[src/rtl/rl_state_encoder.sv]
// ============================================================================
// Module   : rl_state_encoder
// Summary  : Snapshots game state on request and serially encodes it into the
//            33-entry Q-format observation vector. It then runs the inference
//            start/done handshake and the action valid/ack handshake.
//            Optional WAIT watchdog: define RL_TIMEOUT_EN.
// Revision : 1.0 - initial release
// ============================================================================
`default_nettype none

module rl_state_encoder #(
  parameter int         IN_DIM         = 33,
  parameter int         FRAC_BITS      = 10,
  parameter int         TIMEOUT_CYCLES = 4096,
  parameter logic [3:0] DEFAULT_ACTION = 4'd0
) (
  input  logic                    clk,
  input  logic                    rst,
  input  logic                    req,
  output logic                    req_ready,
  input  logic [3:0]              live_left,
  input  logic [3:0]              blank_left,
  input  logic [3:0]              cur_index,
  input  logic [3:0]              flags,
  input  logic [3:0]              player_hp,
  input  logic [3:0]              opp_hp,
  input  logic [27:0]             player_items,
  input  logic [27:0]             opp_items,
  input  logic [1:0]              cuffed,
  input  logic [15:0]             knowledge,
  output logic [IN_DIM-1:0][15:0] in_vec,
  output logic                    start,
  input  logic                    infer_done,
  input  logic [3:0]              action_in,
  output logic [3:0]              action,
  output logic                    action_valid,
  input  logic                    action_ack,
  output logic                    timeout
);

  typedef enum logic [2:0] {
    S_IDLE    = 3'd0,
    S_CAPTURE = 3'd1,
    S_ENCODE  = 3'd2,
    S_START   = 3'd3,
    S_WAIT    = 3'd4,
    S_HOLD    = 3'd5
  } state_t;

  localparam logic [15:0] c_one      = 16'(1) << FRAC_BITS;
  localparam logic [15:0] c_neg_one  = 16'd0 - c_one;
  localparam logic [5:0]  c_last_idx = 6'(IN_DIM - 1);

  function automatic logic [15:0] q_of(input logic [3:0] v);
    return {12'd0, v} << FRAC_BITS;
  endfunction

  state_t          r_state;
  logic [5:0]      r_idx;

  logic [3:0]      r_live;
  logic [3:0]      r_blank;
  logic [3:0]      r_cur;
  logic [3:0]      r_flags;
  logic [3:0]      r_php;
  logic [3:0]      r_ohp;
  logic [6:0][3:0] r_pitems;
  logic [6:0][3:0] r_oitems;
  logic [1:0]      r_cuffed;
  logic [7:0][1:0] r_know;

  logic [3:0]      w_val;
  logic [2:0]      w_sub;
  logic [15:0]     w_elem;

`ifdef RL_TIMEOUT_EN
  localparam logic [15:0] c_wait_limit = 16'(TIMEOUT_CYCLES - 1);
  logic [15:0] r_wait_cnt;
`else
  // Watchdog parameters have no effect in this build.
  if (TIMEOUT_CYCLES == 0 && DEFAULT_ACTION == 4'd15) begin : g_timeout_cfg_unused
  end
  assign timeout = 1'b0;
`endif

  // Element selected by r_idx, taken from the snapshot only.
  always_comb begin
    w_val  = 4'd0;
    w_sub  = 3'd0;
    w_elem = 16'd0;
    case (r_idx) inside
      6'd0:          w_val = r_live;
      6'd1:          w_val = r_blank;
      6'd2:          w_val = r_cur;
      6'd3:          w_val = {3'd0, r_flags[0]};
      6'd4:          w_val = {3'd0, r_flags[1]};
      6'd5:          w_val = {3'd0, r_flags[2]};
      6'd6:          w_val = {3'd0, r_flags[3]};
      6'd7:          w_val = r_php;
      6'd8:          w_val = r_ohp;
      [6'd9:6'd15]: begin
        w_sub = 3'(r_idx - 6'd9);
        w_val = r_pitems[w_sub];
      end
      6'd16:         w_val = {3'd0, r_cuffed[0]};
      6'd17:         w_val = {3'd0, r_cuffed[1]};
      [6'd18:6'd24]: begin
        w_sub = 3'(r_idx - 6'd18);
        w_val = r_oitems[w_sub];
      end
      default:       w_val = 4'd0;
    endcase

    if (r_idx >= 6'd25) begin
      w_sub = 3'(r_idx - 6'd25);
      case (r_know[w_sub])
        2'b01:   w_elem = c_one;
        2'b10:   w_elem = c_neg_one;
        default: w_elem = 16'd0;
      endcase
    end else begin
      w_elem = q_of(w_val);
    end
  end

  always_ff @(posedge clk or posedge rst) begin
    if (rst) begin
      r_state      <= S_IDLE;
      r_idx        <= 6'd0;
      r_live       <= '0;
      r_blank      <= '0;
      r_cur        <= '0;
      r_flags      <= '0;
      r_php        <= '0;
      r_ohp        <= '0;
      r_pitems     <= '0;
      r_oitems     <= '0;
      r_cuffed     <= '0;
      r_know       <= '0;
      in_vec       <= '0;
      start        <= 1'b0;
      action       <= 4'd0;
      action_valid <= 1'b0;
      req_ready    <= 1'b1;
`ifdef RL_TIMEOUT_EN
      timeout      <= 1'b0;
      r_wait_cnt   <= 16'd0;
`endif
    end else begin
      start <= 1'b0;
      case (r_state)
        S_IDLE: begin
          if (req) begin
            r_live    <= live_left;
            r_blank   <= blank_left;
            r_cur     <= cur_index;
            r_flags   <= flags;
            r_php     <= player_hp;
            r_ohp     <= opp_hp;
            r_pitems  <= player_items;
            r_oitems  <= opp_items;
            r_cuffed  <= cuffed;
            r_know    <= knowledge;
            req_ready <= 1'b0;
            r_state   <= S_CAPTURE;
          end
        end
        S_CAPTURE: begin
          r_idx   <= 6'd0;
          r_state <= S_ENCODE;
        end
        S_ENCODE: begin
          in_vec[r_idx] <= w_elem;
          if (r_idx == c_last_idx) begin
            start   <= 1'b1;
            r_state <= S_START;
          end else begin
            r_idx <= r_idx + 6'd1;
          end
        end
        S_START: begin
`ifdef RL_TIMEOUT_EN
          r_wait_cnt <= 16'd0;
`endif
          r_state <= S_WAIT;
        end
        S_WAIT: begin
          // A done arriving in the expiry cycle takes priority over the watchdog.
          if (infer_done) begin
            action       <= action_in;
            action_valid <= 1'b1;
`ifdef RL_TIMEOUT_EN
            timeout      <= 1'b0;
`endif
            r_state      <= S_HOLD;
          end
`ifdef RL_TIMEOUT_EN
          else if (r_wait_cnt == c_wait_limit) begin
            action       <= DEFAULT_ACTION;
            action_valid <= 1'b1;
            timeout      <= 1'b1;
            r_state      <= S_HOLD;
          end else begin
            r_wait_cnt <= r_wait_cnt + 16'd1;
          end
`endif
        end
        S_HOLD: begin
          if (action_ack) begin
            action_valid <= 1'b0;
`ifdef RL_TIMEOUT_EN
            timeout      <= 1'b0;
`endif
            req_ready    <= 1'b1;
            r_state      <= S_IDLE;
          end
        end
        default: begin
          req_ready <= 1'b1;
          r_state   <= S_IDLE;
        end
      endcase
    end
  end

endmodule

`default_nettype wire

[config.mk]
export PLATFORM = sky130hd
export DESIGN_NAME = rl_state_encoder
export DESIGN_NICKNAME = d
export VERILOG_FILES = /design/src/rtl/rl_state_encoder.sv
export SDC_FILE = /design/constraint.sdc
export NUM_CORES = 1
export LEC_CHECK = 0
export CAP_MARGIN = 0
export CELL_PAD_IN_SITES_DETAIL_PLACEMENT = 2
export CELL_PAD_IN_SITES_GLOBAL_PLACEMENT = 2
export CORE_AREA = 2 2 247 249
export CTS_CLUSTER_DIAMETER = 50
export CTS_CLUSTER_SIZE = 28
export DETAILED_ROUTE_END_ITERATION = 10
export DIE_AREA = 0 0 249 251
export HOLD_SLACK_MARGIN = 0.1
export PLACE_DENSITY = 0.83
export SYNTH_ARGS = -nofsm -noshare
export SYNTH_HDL_FRONTEND = slang
export SYNTH_SLANG_ARGS = --single-unit
[constraint.sdc]
create_clock -name clk -period 21 [get_ports clk]
set_clock_uncertainty 0.15 [all_clocks]
set_input_delay 2.1 -clock clk [delete_from_list [all_inputs] [get_ports clk]]
set_output_delay 2.1 -clock clk [all_outputs]
set_load 0.02 [all_outputs]
==> run_results.csv, run 1 <==
group,metric,value,unit
place,dpl.hpwl,37.1,mm
cts,clkTransAtPathRegs,60,ps
yosys,synth_cells,1300,
final_layout,utilization,0.311,
final_layout,layout-drive-gt1-share,0.190,
cts,hold_buffers,0,
pwr,seqPwrFrac,0.339,
sta,fin_crit_sh,0.233,
global_routing,grt_max_degree,119,
final_layout,nets,1688,
final_layout,areaGrowthSynthToFinish,25.5,%
pwr,p_leak,0.00845,µW
yosys,yosysSeqAreaShare,0.472,
pwr,powerDensity,126,nW/µm²
global_routing,grt-ovfl-total,0,
sta,tightest_slew,1180,ps
routing,wl,48.9,mm
routing,wire_per_inst,20.5,µm
routing,via_per_inst,4.07,
setup_path,worst-setup-path-type,"reg -> reg",
routing,ant_nets,0,
floorplan,coreArea,59800,µm²
final_layout,nFillCells,6447,
sta,max_slew_margin,0.213,
floorplan,initial_utilization,0.248,
floorplan,fp.dieW,249,µm
yosys,synth_edf_count,0,
status,status,"complete, no violations",
sta,hold_viol,0,
cts,clkSinkCount,279,
global_routing,grt_usage,0.151,
yosys,ys.flop_type,"dfrtp_1",
floorplan,io_pins,643,
yosys,ys_warn_count,0,
cts,clk_latency,560,ps
pwr,ir_drop,0.0000826,V
run,drv_cap,0,
setup_path,cp_max_fo,37,
cts,cts_buffer_depth,3,
yosys,ys_types,71,
pwr,combPwrFrac,0.363,
cts,htree_levels,2,
routing,drc,0,
yosys,synth-async-reset-ratio,1.00,
yosys,synth_seq_cells,279,
global_routing,grt_pass1_vias,10300,
final_layout,multi_input_area,6030,µm²
global_routing,antenna_found_initial,5,
sta,setup_viol,0,
routing,drt_iter0_markers,378,
sta,final_max_slew_viol_count,0,
pwr,netSwitchingFraction,0.390,
yosys,avgSynthCellArea,11.4,µm²
sta,setup_tns,0,ps
setup_path,start_kind,"flop",
sta,rsz0062_at_grt,"false",
setup_path,endpoint_kind,"flop",
place,gp_congestion,0.813,
cts,post_cts_buffers,0,
min_path,worstHoldPathType,"reg -> reg",
sta,clock.fmax,0.205,GHz
floorplan,rows,90,
cts,numCtsBuffers,40,
cts,clock-root-buffer,"clkbuf_16",
pwr,clock_power_share,0.298,
routing,vias,9724,
routing,drtPass1Iterations,4,
yosys,synth_area,14800,µm²
global_routing,grt_pass1_wl,71.0,mm
setup_path,cp_data_required_time,21240,ps
pwr,p_sw,912,µW
floorplan,die_h,251,µm
final_layout,seqCellArea,6980,µm²
place,portBuffers,311,
cts,cts_tree,"done",
floorplan,dieArea,62500,µm²
setup_path,cp_data_arrival_time,5130,ps
cts,cts_resized,0,
sta,period_needed,4890,ps
pwr,p_int,1430,µW
==> power by group through the flow <==
stage | clock (µW) | sequential (µW) | combinational [µW]
2_1_floorplan | 0 | 777 | 618
3_3_place_gp | 0 | 792 | 829
3_5_place_dp | 0 | 807 | 863
4_1_cts | 722 | 797 | 869
5_1_grt | 743 | 813 | 920
6_report | 697 | 793 | 849
==> synth_stat cells, types with 4 or more instances <==
cell type	count	share of area
buf_4	368	0.19
dfrtp_1	278	0.47
mux2_2	186	0.14
nand2_1	81	0.021
nor2_1	48	0.012
o21ai_0	29	0.0098
a21oi_1	28	0.0095
and2_1	27	0.011
buf_2	19	0.0064
clkbuf_1	18	0.0046
a22o_1	17	0.010
nand2b_1	16	0.0068
nor3_1	15	0.0051
mux4_2	11	0.017
buf_6	9	0.0068
ha_1	9	0.0076
nor2b_1	9	0.0038
mux2i_1	8	0.0054
nand3_1	8	0.0027
inv_1	7	0.0018
o21ai_2	7	0.0041
o31a_1	7	0.0041
a21o_1	6	0.0030
mux2_4	6	0.0061
and3_1	5	0.0021
o21ai_1	5	0.0017
or3_1	5	0.0021
a221oi_1	4	0.0024
nand3b_1	4	0.0020
o22ai_1	4	0.0017
==> cell usage in the layout, fill, tap and decap left out, drive strengths merged, types with 28 or more instances in the layout <==
cell type and n:
clkdlybuf4s50 311, o21ai 41, dfrtp 278, conb 331
mux2 192, nand2 81, clkbuf 48, and2 28
a21oi 30, nor2 50
==> layout make-up <==
| class | count | share of cell area |
|---|---|---|
| inverters | 8 | 0.00202 |
| well taps | 782 | 0.0526 |
| flip-flops and latches | 279 | 0.376 |
| diodes | 2 | 0.000269 |
| repair buffers | 317 | 0.170 |
| clock inverters | 25 | 0.0164 |
| clock buffers | 48 | 0.0588 |
| multi-input cells | 926 | 0.324 |
==> logic make-up (layout without fill, tap and decap cells) <==
kind of cell | after synthesis | after routing | synth area share
other cells | 1 | 333 | 0.000253
fa+ha+maj | 9 | 9 | 0.00760
compound gates | 139 | 139 | 0.0651
flops | 279 | 279 | 0.472
buf+inv | 425 | 398 | 0.207
mux | 211 | 211 | 0.170
simple gates | 233 | 233 | 0.0769
xor+xnor | 3 | 3 | 0.00177
==> metal layers <==
layer	routed length, µm	global-route usage	vias up
met2	26700	0.288	374
met5	26	0	-
li1	-	-	4283
met4	959	0.0397	4
met1	18400	0.167	4995
met3	2860	0.0366	68
==> state kept, by name, summed over array words and instances (netlist names), 2 cells and up <==
register and flops:
r_php 4, r_oitems 28, r_blank 4, r_pitems 28
r_ohp 4, action 4, r_cuffed 2, r_know 16
r_flags 4, in_vec 165, r_idx 6, r_live 4
r_state 3, r_cur 4
==> per-stage QoR <==
stage          std cells  hold slack [ps]  total power, µW  instance area, µm²  worst slack [ps]
2_1_floorplan       1630              322             1400               16000             11060
3_3_place_gp        2312              316             1620               17200             16230
3_5_place_dp        2312              321             1670               17200             15970
4_1_cts             2385              335             2390               18600             15920
5_1_grt             2387              355             2480               18600             15660
6_report            2387              330             2340               18600             16110
==> path summary, 6_finish.rpt <==
path	startpoint	endpoint	slack, ps	cells past startpoint
max in group asynchronous	rst	in_vec[474]$_DFFE_PP0P_	17130	3
worst max-delay path	r_idx[0]$_DFFE_PP0P_	in_vec[93]$_DFFE_PP0P_	16110	10
worst min register to register	in_vec[461]$_DFFE_PP0P_	in_vec[461]$_DFFE_PP0P_	330	2
worst max register to register	r_idx[0]$_DFFE_PP0P_	in_vec[93]$_DFFE_PP0P_	16110	10
min in group asynchronous	rst	in_vec[525]$_DFFE_PP0P_	1940	2
worst min-delay path	in_vec[461]$_DFFE_PP0P_	in_vec[461]$_DFFE_PP0P_	330	2
==> worst max-delay path: stages (launching register included) <==
cell,delay [ps]
dfrtp_2,920
inv_1,280
ha_1,820
mux4_2,410
nand2_1,90
nand2_1,60
ha_1,260
nor2b_1,270
a41oi_1,370
nor2b_1,900
o21ai_2,160
Note: power is estimated with default switching activity, not from simulation.
==> inputs of run 2 (changes only) <==
CORE_AREA = not set   (was 2 2 247 249)
CORE_MARGIN = 2   (was not set)
CORE_UTILIZATION = 23   (was not set)
DIE_AREA = not set   (was 0 0 249 251)
PLACE_DENSITY = 0.81   (was 0.83)
clock period = 4.2 ns   (was 21 ns; I/O delays follow)
==> run_results.csv, run 2 (same netlist as run 1, synthesis figures left out) <==
group,metric,value,unit
final_layout,largest_register,"in_vec",
final_layout,largest_reg_flops,165,
global_routing,grt_usage,0.145,
sta,max_slew_margin,0.313,
floorplan,io_pins,643,
final_layout,postLayoutCellArea,19000,µm²
sta,setup_tns,0,ps
setup_path,cp_data_required_time,4530,ps
global_routing,grt_pass1_wl,72.8,mm
global_routing,grt-ovfl-total,0,
run,drv_cap,0,
cts,post_cts_buffers,0,
routing,drt_iter0_markers,433,
floorplan,die_h,258,µm
sta,rsz0062_at_grt,"false",
sta,setup_viol,0,
cts,cts_tree,"done",
final_layout,nets,1708,
setup_path,crit_start,"r_idx[0]$_DFFE_PP0P_",
pwr,p_leak,0.00860,µW
routing,drtPass1Iterations,4,
routing,vias,9753,
routing,wl,49.7,mm
setup_path,r2r_start,"r_idx[0]$_DFFE_PP0P_",
pwr,powerDensity,635,nW/µm²
cts,htree_levels,2,
cts,numCtsBuffers,41,
routing,ant_nets,0,
sta,hold_viol,0,
cts,clk_latency,550,ps
cts,cts_buffer_depth,3,
routing,via_per_inst,3.94,
final_layout,nFillCells,6942,
setup_path,worst-setup-path-type,"reg -> reg",
place,gp_congestion,0.793,
setup_path,cp_data_arrival_time,4100,ps
setup_path,crit_top_cell,"nor3_1",
routing,wire_per_inst,20.1,µm
sta,clock.fmax,0.265,GHz
setup_path,critPathMaxStageDelay,840,ps
cts,clkTransAtPathRegs,60,ps
cts,clock-root-buffer,"clkbuf_16",
setup_path,start_kind,"flop",
global_routing,grt_max_degree,113,
setup_path,cp_max_fo,36,
sta,period_needed,3770,ps
setup_path,endpoint_kind,"flop",
routing,drc,0,
place,dpl.hpwl,38.2,mm
final_layout,reg_top3,"in_vec (165), r_oitems (28), r_pitems (28)",
final_layout,final_cell_mix,"331 x conb_1, 311 x clkdlybuf4s50_1, 277 x dfrtp_1, 186 x mux2_2, 81 x nand2_1",
cts,clkSinkCount,279,
min_path,worstHoldPathType,"in -> async",
status,status,"complete, no violations",
global_routing,grt_pass1_vias,10800,
floorplan,dieArea,66400,µm²
sta,final_max_slew_viol_count,0,
final_layout,n_antenna_cell,0,
floorplan,fp.dieW,258,µm
floorplan,initial_utilization,0.231,
setup_path,ff2ff_setup_slack,430,ps
sta,fin_crit_sh,0.898,
floorplan,coreArea,64000,µm²
pwr,ir_drop,0.000344,V
place,place_area,17500,µm²
final_layout,layout-drive-gt1-share,0.202,
global_routing,antenna_found_initial,3,
setup_path,crit_slowest_cell,"a2bb2oi_4",
setup_path,r2r_cells,8,
final_layout,areaGrowthSynthToFinish,28.0,%
setup_path,crit_chain,"buf_4, ha_1, nor3_1, a21oi_1, nor3_1, o21bai_1, a2bb2oi_4, mux2_2",
sta,tightest_slew,1030,ps
floorplan,rows,93,
final_layout,final_common_cell,"conb_1",
sta,holdWs,209,ps
place,portBuffers,311,
[run 2: cell types whose count changed in the layout (fill, tap and decap cells not counted), moves of 2 or more]
cell / delta
clkinvlp_4: +2
clkbuf_8: -3
clkbuf_1: -2
bufinv_16: +4
clkinv_2: +3
clkinv_8: -3
clkbuf_16: +2
diode_2: -2
buf_12: +5
inv_12: -2
buf_4: +14
[run 2: worst paths after layout]
path / to
worst max-delay path: in_vec[348]$_DFFE_PP0P_
worst min-delay path: in_vec[270]$_DFFE_PP0P_
worst max register to register: in_vec[348]$_DFFE_PP0P_
worst min register to register: in_vec[93]$_DFFE_PP0P_
max in group asynchronous: r_idx[0]$_DFFE_PP0P_
min in group clk: r_flags[1]$_DFFE_PP0P_
[run 2: layout make-up]
type	count	area, µm²	share of cell area
well taps	855	1070	0.0565
inverters	8	33.8	0.00178
multi-input cells	926	6030	0.318
clock buffers	45	1090	0.0577
flip-flops and latches	279	6980	0.369
repair buffers	336	3360	0.177
clock inverters	29	377	0.0199
[run 2: stage by stage]
stage / util / setup WS, ps / std cells / total power, µW
2_1_floorplan: - / -62.5 / 1630 / 6980
3_3_place_gp: 0.273 / 462 / 2404 / 8210
3_5_place_dp: 0.273 / 250 / 2404 / 8480
4_1_cts: 0.296 / 186 / 2478 / 12300
5_1_grt: 0.296 / 94.9 / 2478 / 12800
6_report: 0.296 / 430 / 2478 / 12000
[run 2: what timing repair did]
item | in CTS | in global routing
resized for setup | 0 | 1
setup endpoints to repair | 0 | 2
hold buffers | 0 | 0
[run 2: worst max-delay path, delay by kind of cell (launching register included)]
family	cells	cell delay (ps)
DFF	1	410
and+or+nand+nor	2	870
buffers and inverters	1	300
muxes	1	340
adders and majority gates	1	470
AOI/OAI and AO/OA	3	1140
[run 2: per-layer routing]
layer / track usage / vias up / share of wire
met2: 0.271 / 351 / 0.54
li1: - / 4308 / -
met4: 0.0337 / 6 / 0.018
met1: 0.165 / 5032 / 0.38
met5: 0 / - / 0.00080
met3: 0.0353 / 56 / 0.060
[run 2: where the power goes]
group	switching [µW]	total [µW]	internal [µW]
sequential	495	3870	3380
clock	1430	3690	2250
combinational	2650	4470	1820
total	4570	12000	7450
==> inputs of run 3 (changes only) <==
GPL_TIMING_DRIVEN = 0   (was not set)
==> run_results.csv, run 3 (same netlist as run 1, synthesis figures left out) <==
group,metric,value,unit
place,dp_cells,2804,
global_routing,grt_pass1_vias,12800,
final_layout,utilization,0.342,
setup_path,cp_data_arrival_time,4220,ps
sta,setup_tns,0,ps
floorplan,rows,93,
setup_path,path_buf_inv,6,
setup_path,cp_data_required_time,4480,ps
floorplan,io_pins,643,
setup_path,crit_start,"r_idx[1]$_DFFE_PP0P_",
setup_path,crit_slowest_cell,"dfrtp_1",
floorplan,coreArea,64000,µm²
place,dpl.hpwl,45.3,mm
floorplan,initial_utilization,0.231,
global_routing,antenna_found_initial,6,
sta,rsz0062_at_grt,"false",
cts,hold_buffers,0,
final_layout,largest_register,"in_vec",
setup_path,cp_max_fo,10,
pwr,ir_drop,0.000282,V
routing,drt_iter0_markers,360,
global_routing,grt_pass1_wl,85.4,mm
cts,htree_levels,2,
final_layout,multi_input_area,6050,µm²
cts,clk_latency,560,ps
setup_path,worst-setup-path-type,"reg -> reg",
routing,wire_per_inst,20.0,µm
sta,max_slew_margin,0.338,
global_routing,grt-ovfl-total,0,
final_layout,areaGrowthSynthToFinish,47.8,%
run,drv_cap,0,
final_layout,final_cell_mix,"371 x buf_4, 331 x conb_1, 311 x clkdlybuf4s50_1, 278 x dfrtp_1, 186 x mux2_2",
sta,timing.final.ws_setup,261,ps
setup_path,crit_chain,"clkbuf_4, clkinvlp_4, ha_1, buf_2, buf_4, mux4_2, nand2_1, nand2_1, ha_1, nor2b_1, buf_2, a41oi_4, nor2b_1, buf_6, o21ai_1",
sta,period_needed,3940,ps
cts,clkTransAtPathRegs,60,ps
min_path,worstHoldPathType,"in -> async",
setup_path,r2r_start,"r_idx[1]$_DFFE_PP0P_",
place,preCtsSetupSlack,-77.4,ps
cts,clock-root-buffer,"clkbuf_16",
pwr,p_total,12600,µW
setup_path,start_kind,"flop",
sta,setup_viol,0,
cts,numCtsBuffers,42,
cts,clkSinkCount,279,
floorplan,die_h,258,µm
routing,via_per_inst,3.95,
status,status,"complete, no violations",
cts,cts_buffer_depth,3,
global_routing,grt_max_degree,44,
pwr,p_leak,0.0107,µW
sta,clock.fmax,0.254,GHz
final_layout,seqCellArea,6980,µm²
floorplan,dieArea,66400,µm²
place,gp_congestion,0.817,
setup_path,ff2ff_setup_slack,260,ps
routing,vias,11400,
final_layout,largest_reg_flops,165,
final_layout,final_cells,2887,
routing,ant_nets,0,
sta,tightest_slew,985,ps
setup_path,crit_family,"buffers and inverters",
cts,cts_tree,"done",
final_layout,nets,2112,
pwr,powerDensity,574,nW/µm²
setup_path,critPathMaxStageDelay,450,ps
setup_path,endpoint_kind,"flop",
final_layout,reg_top3,"in_vec (165), r_oitems (28), r_pitems (28)",
routing,wl,57.7,mm
floorplan,fp.dieW,258,µm
final_layout,layout-drive-gt1-share,0.352,
final_layout,nFillCells,6901,
sta,final_max_slew_viol_count,0,
sta,fin_crit_sh,0.938,
final_layout,final_common_cell,"buf_4",
global_routing,grt_usage,0.170,
place,portBuffers,311,
sta,hold_viol,0,
routing,drc,0,
routing,drtPass1Iterations,4,
run 3: changes by cell type in the layout (fill, tap and decap cells not counted), sizes merged:
cell | before | now
bufinv | 5 | 2
buf | 25 | 409
clkinvlp | 3 | 7
inv | 18 | 20
diode | 0 | 3
clkinv | 11 | 9
clkbuf | 45 | 66
run 3: layout make-up:
type	count	area share
Antenna cell	3	0.000343
Inverter	8	0.00172
Clock buffer	47	0.0498
Timing Repair Buffer	322	0.150
Tap cell	855	0.0489
Buffer	417	0.139
Sequential cell	279	0.319
Clock inverter	30	0.0147
Multi-Input combinational cell	926	0.276
run 3: metal layers:
| metal | global-route usage | up-vias | wire length (µm) |
|---|---|---|---|
| met5 | 0 | - | 51 |
| met1 | 0.185 | 5801 | 21400 |
| met4 | 0.0419 | 8 | 1180 |
| met3 | 0.0372 | 89 | 2970 |
| li1 | - | 5131 | - |
| met2 | 0.330 | 365 | 32100 |
run 3: report_power, final:
group	switching, µW	leakage, µW	total, µW	internal (µW)
clock	1460	0.000680	3530	2070
sequential	418	0.00363	3800	3380
combinational	3050	0.00635	5240	2190
total	4930	0.0107	12600	7640
run 3: worst paths after layout:
check / cells past startpoint / endpoint
setup reg to reg: 15 / in_vec[109]$_DFFE_PP0P_
max in group asynchronous: 6 / r_know[10]$_DFFE_PP0P_
min in group clk: 3 / r_flags[1]$_DFFE_PP0P_
hold reg to reg: 2 / in_vec[77]$_DFFE_PP0P_
setup / recovery: 15 / in_vec[109]$_DFFE_PP0P_
hold / removal: 2 / in_vec[270]$_DFFE_PP0P_
run 3: metrics by stage:
stage / instance area (µm²) / hold slack [ps]
2_1_floorplan: 16100 / 322
3_3_place_gp: 20200 / 312
3_5_place_dp: 20400 / 326
4_1_cts: 21800 / 172
5_1_grt: 21900 / 221
6_report: 21900 / 196
run 3: what timing repair did:
item | 4_1_cts | 5_1_grt
setup endpoints to repair | 35 | 72
gates resized for setup | 2 | 6
buffers inserted | 0 | 3
